## config.mk

```make
export PLATFORM = sky130hd
export DESIGN_NAME = jtcop_sndlatch
export DESIGN_NICKNAME = d
export VERILOG_FILES = /design/src/rtl/jtcop_snd_pkg.sv /design/src/rtl/jtcop_sndlatch_fifo.sv /design/src/rtl/jtcop_sndlatch.sv
export SDC_FILE = /design/constraint.sdc
export NUM_CORES = 1
export LEC_CHECK = 0
export ABC_CLOCK_PERIOD_IN_PS = 1650
export BUFFER_PORTS_ARGS = -buffer_cell sky130_fd_sc_hd__buf_2
export CORE_ASPECT_RATIO = 1.25
export CORE_UTILIZATION = 51
export DETAILED_ROUTE_END_ITERATION = 7
export PLACE_DENSITY = 0.82
export SYNTH_ARGS = -nofsm -noshare
export SYNTH_HDL_FRONTEND = slang
export SYNTH_SLANG_ARGS = --single-unit
```

## constraint.sdc

```tcl
create_clock -name clk -period 1.65 [get_ports clk]
set_input_delay 0.2475 -clock clk [delete_from_list [all_inputs] [get_ports clk]]
set_output_delay 0.2475 -clock clk [all_outputs]
set_load 0.03 [all_outputs]
```

## src/rtl/jtcop_snd_pkg.sv

```systemverilog
// rtl/jtcop_snd_pkg.sv - shared constants for the sound command path
package jtcop_snd_pkg;
    localparam logic [7:0] LATCH_RST = 8'h00;
    localparam int SND_DEPTH = 4;
endpackage

```

## src/rtl/jtcop_sndlatch_fifo.sv

```systemverilog
// rtl/jtcop_sndlatch_fifo.sv - command byte queue with head look-ahead
module jtcop_sndlatch_fifo #(
    parameter int DEPTH = 4,
    parameter int AW    = 2
) (
    input  logic       clk,
    input  logic       rst_n,
    input  logic       push,
    input  logic       pop,
    input  logic [7:0] din,
    output logic [7:0] head,
    output logic [7:0] head_nxt,
    output logic       load,
    output logic       go_empty,
    output logic       drop,
    output logic       full,
    output logic       empty
);
    logic [7:0]  mem [DEPTH];
    logic [AW-1:0] wr_ptr, rd_ptr;
    logic [AW:0] count;
    logic        push_ok, pop_ok, single;

    assign full    = count == (AW+1)'(DEPTH);
    assign empty   = count == '0;
    assign single  = count == (AW+1)'(1);
    // A full queue still accepts a write when the sound CPU pops in the same cycle.
    assign pop_ok  = pop & ~empty;
    assign push_ok = push & (~full | pop_ok);
    assign drop    = push & full & ~pop_ok;
    assign head    = mem[rd_ptr];

    // The head changes when a byte enters an empty queue or a pop leaves data behind.
    assign load     = (push_ok & empty) | (pop_ok & (~single | push_ok));
    assign go_empty = pop_ok & single & ~push_ok;

    always_comb begin
        head_nxt = mem[rd_ptr + AW'(1)];
        if (empty || single) head_nxt = din;
    end

    always_ff @(posedge clk) begin
        if (push_ok) mem[wr_ptr] <= din;
    end

    always_ff @(posedge clk or negedge rst_n) begin
        if (!rst_n) begin
            wr_ptr <= '0;
            rd_ptr <= '0;
            count  <= '0;
        end else begin
            if (push_ok) wr_ptr <= wr_ptr + AW'(1);
            if (pop_ok)  rd_ptr <= rd_ptr + AW'(1);
            case ({push_ok, pop_ok})
                2'b10:   count <= count + (AW+1)'(1);
                2'b01:   count <= count - (AW+1)'(1);
                default: count <= count;
            endcase
        end
    end
endmodule

```

## src/rtl/jtcop_sndlatch.sv

```systemverilog
// rtl/jtcop_sndlatch.sv - main CPU to sound CPU command latch with queue
module jtcop_sndlatch
    import jtcop_snd_pkg::*;
#(
    parameter int DEPTH = SND_DEPTH,
    parameter int AW    = 2,
    parameter int PULSE = 0
) (
    input  logic       clk,
    input  logic       rst_n,
    input  logic       main_wr,
    input  logic [7:0] main_din,
    output logic       main_full,
    output logic       main_pending,
    input  logic       snd_rd,
    output logic [7:0] latch,
    output logic       snreq,
    output logic       ovf,
    input  logic       ovf_clr
);
    logic [7:0] head, head_nxt;
    logic       load, go_empty, drop, full, empty;

    jtcop_sndlatch_fifo #(.DEPTH(DEPTH), .AW(AW)) u_fifo (
        .clk      (clk),
        .rst_n    (rst_n),
        .push     (main_wr),
        .pop      (snd_rd),
        .din      (main_din),
        .head     (head),
        .head_nxt (head_nxt),
        .load     (load),
        .go_empty (go_empty),
        .drop     (drop),
        .full     (full),
        .empty    (empty)
    );

    assign main_full    = full;
    assign main_pending = ~empty;

    always_ff @(posedge clk or negedge rst_n) begin
        if (!rst_n) begin
            latch <= LATCH_RST;
            snreq <= 1'b0;
            ovf   <= 1'b0;
        end else begin
            if (load) latch <= head_nxt;
            if (PULSE != 0) snreq <= load;
            else            snreq <= load | (snreq & ~go_empty);
            if (ovf_clr)   ovf <= 1'b0;
            else if (drop) ovf <= 1'b1;
        end
    end

    logic unused_head;
    assign unused_head = ^head;
endmodule

```

==> flow_summary.json <==
{
  "critical_path_arrival_ns": 1.92,
  "clock_insertion_delay_worst_skew_ns": 0.30,
  "tightestPinTransition_ns": 0.449,
  "rows": 25,
  "area_after_detailed_placement_um2": 2450,
  "cts_buffers": 5,
  "path_cells": "buf_6 > ha_4 > or2_4 > a22oi_4 > buf_6 > mux2_4",
  "dieHeight_um": 74.4,
  "area_delta_synth_final_pct": 27.6,
  "cap_viol_max_count": 0,
  "use_met3_pct": 4.87,
  "drt.antenna.violating_nets": 0,
  "floorplan.die.width_um": 60.0,
  "max-slew-margin-rel_pct": 70.1,
  "grt_first_pass_wirelength_mm": 6.22,
  "design.portCount": 25,
  "detail_route.iter0.violations": 48,
  "cts_tree": "yes",
  "dr_total_vias": 1205,
  "crit_slowest_cell": "sky130_fd_sc_hd__dfrtp_1",
  "largest_clock_skew_in_the_final_design_ns": 0.00542,
  "wire_per_inst_um": 18.9,
  "ys.flop_type": "sky130_fd_sc_hd__edfxtp_1",
  "cts-htree-levels": 2,
  "worst_setup_path_end_kind": "register",
  "totalWireLength_mm": 4.29,
  "final_design_area_no_fill_um2": 2730,
  "setup_viol": 10,
  "clock_tree.root_cell": "sky130_fd_sc_hd__clkbuf_8",
  "finalNetCount": 194,
  "path_class": "reg2reg",
  "clock_path_buffers": 2,
  "area_of_the_placeable_core_um2": 3910,
  "vdd_drop_max_uv": 1040,
  "postSynthNetCount": 142,
  "worst-path-buf-inv": 2,
  "grt_pass1_vias": 1272,
  "synth_top_cell_area_share_pct": 44.9,
  "failed_checks": "setup timing",
  "worst-path-max-fanout": 5,
  "clk_pin_slew_ns": 0.08,
  "post_synth_num_cell_types": 24,
  "synth-warning-count": 0,
  "gp_routability_congestion": 0.732,
  "critical_path_start_type": "register",
  "grt-ovfl-total": 0,
  "synth_async_sr_flop_share_pct": 34.7,
  "n_antenna_cell": 0,
  "setup_repair_after_global_routing_missed_its_margin": "true",
  "hold_viol_final": 0,
  "worst_ep_required_time_ns": 1.84,
  "timing.critical_path.mode_cell": "sky130_fd_sc_hd__buf_6",
  "met2_track_usage_gr_pct": 36.9,
  "synth_largest_area_cell": "sky130_fd_sc_hd__edfxtp_1",
  "slew_violations": 0,
  "top_cell_types_by_occurrence_after_synthesis": "32 x sky130_fd_sc_hd__edfxtp_1, 17 x sky130_fd_sc_hd__dfrtp_1, 9 x sky130_fd_sc_hd__ha_1, 9 x sky130_fd_sc_hd__mux2_2",
  "outcome": "finished with violations",
  "finalWorstSetupSlack_ns": -0.0837,
  "total_leakage_power_nw": 1.16,
  "hold_path_class": "in2reg",
  "post-route-drc-count": 0,
  "period_needed_ns": 1.73,
  "netlist_area_um2": 2140,
  "ys_seq_elements": 49,
  "global_route.usage.total_pct": 20.5,
  "pwr_density_cell_nw_per_um2": 1980,
  "postSynthCellCount": 120,
  "hpwlAfterDp_mm": 2.66,
  "detail_route.vias_per_cell": 5.31,
  "clock.fmax_mhz": 577,
  "io_buffer_count": 24,
  "final_layout_size_suffix_gt1_share_pct": 56.1,
  "grt_use_met1_pct": 23.1,
  "most_common_cell_in_the_synthesized_netlist": "sky130_fd_sc_hd__edfxtp_1",
  "critical_path.top_delay_family": "flip-flops",
  "synth_top_cells_by_area": "sky130_fd_sc_hd__edfxtp_1 45%, sky130_fd_sc_hd__dfrtp_1 20%, sky130_fd_sc_hd__mux4_2 8.4%",
  "drt_first_pass_iters": 4,
  "grt_start_max_net_pins": 18,
  "start_util_pct": 54.8,
  "grt_most_used_layer": "met2",
  "worst_path_largest_cell_delay_ns": 0.41,
  "fin_setup_tns_ns": -0.581,
  "sequential_element_share_of_the_synthesized_area_pct": 64.8,
  "synth_enable_flop_cells": 32,
  "final.period_utilization_pct": 105,
  "number_of_antenna_violations_at_the_first_check_in_global_routing": 0,
  "clock_sinks": 49,
  "overall_die_area_um2": 4460,
  "syn_avg_cell_area_um2": 17.8
}
[what timing repair did]
| item | 4_1_cts | 5_1_grt |
|---|---|---|
| endpoints found under the setup margin | 44 | 12 |
| hold endpoints to repair | 17 | 0 |
| gates resized for setup | 18 | 18 |
| buffers inserted | 6 | 4 |
| pin swaps | 3 | 6 |
| gates cloned | 1 | 1 |
| hold buffers | 1 | 0 |
[placed cells by master (no fill, tap or decap), types with 2 or more instances in the layout]
cell,netlist,final
sky130_fd_sc_hd__inv_1,8,4
sky130_fd_sc_hd__xnor2_1,5,4
sky130_fd_sc_hd__buf_4,0,17
sky130_fd_sc_hd__nand2_4,0,2
sky130_fd_sc_hd__mux2_2,9,4
sky130_fd_sc_hd__clkbuf_8,0,5
sky130_fd_sc_hd__mux4_2,8,8
sky130_fd_sc_hd__ha_4,0,3
sky130_fd_sc_hd__buf_12,0,2
sky130_fd_sc_hd__dfrtp_1,17,16
sky130_fd_sc_hd__nor2_1,3,3
sky130_fd_sc_hd__inv_2,0,4
sky130_fd_sc_hd__edfxtp_1,32,32
sky130_fd_sc_hd__and2_4,0,2
sky130_fd_sc_hd__and2_2,0,2
sky130_fd_sc_hd__buf_6,2,4
sky130_fd_sc_hd__ha_1,9,6
sky130_fd_sc_hd__mux2_4,8,13
sky130_fd_sc_hd__clkbuf_1,1,2
sky130_fd_sc_hd__buf_2,0,23
[layout make-up]
class	instances	area [um^2]
Sequential cell	49	1390
Fill cell	249	1180
Multi-Input combinational cell	60	802
Timing Repair Buffer	48	363
Clock buffer	7	76.3
Tap cell	54	67.6
Inverter	8	30.0
Clock inverter	1	5.00
[layer usage]
metal	share of wire (%)	vias to the layer above	routed length (um)
met1	40	627	1700
met4	2.1	0	91
met3	3.3	11	142
met2	55	24	2360
met5	0	-	0
li1	-	543	-
[final timing paths]
path                                      start                to  slack, ns  depth (start not counted)
min in group asynchronous                 rst_n   u_fifo.count[0]       0.42                          2
max in group asynchronous                 rst_n  u_fifo.rd_ptr[1]       0.90                          2
worst min register to register            snreq             snreq       0.51                          1
worst min-delay path                    ovf_clr               ovf        0.1                          2
worst max register to register  u_fifo.count[0]          latch[7]      -0.08                          6
worst max-delay path            u_fifo.count[0]          latch[7]      -0.08                          6
[metrics by stage]
| step | util, % | worst slack (ns) | std cells | hold WS, ns | total power [mW] |
|---|---|---|---|---|---|
| after floorplan | - | -0.0751 | 120 | -0.0481 | 3.50 |
| after global placement | 62.7 | -0.0400 | 208 | 0.204 | 4.13 |
| after detailed placement | 62.7 | -0.140 | 208 | 0.223 | 4.24 |
| after CTS | 68.2 | -0.0701 | 224 | 0.0843 | 5.20 |
| after global routing | 69.9 | -0.127 | 227 | 0.0877 | 5.68 |
| final | 69.9 | -0.0837 | 227 | 0.0952 | 5.41 |
[state kept, by name, indices dropped and copies added, names as in the netlist]
register / cells
snreq: 1
u_fifo.mem: 32
u_fifo.rd_ptr: 2
u_fifo.wr_ptr: 2
ovf: 1
u_fifo.count: 3
latch: 8
[cell families after synthesis]
family	Yosys count	synth area share [%]
flip-flops	49	64.8
multiplexers	26	19.2
AND/OR/NAND/NOR	14	3.33
buffers and inverters	11	2.63
adder cells (fa/ha/maj)	9	5.26
XOR/XNOR	6	2.45
AO/OA/AOI/OAI	5	2.34
[where the power goes]
part / internal, mW / leakage, nW / switching [mW]
Sequential: 1.70 / 0.492 / 0.230
Combinational: 1.55 / 0.627 / 1.25
Clock: 0.298 / 0.0422 / 0.380
No activity file was read; power rests on OpenSTA's default activity.
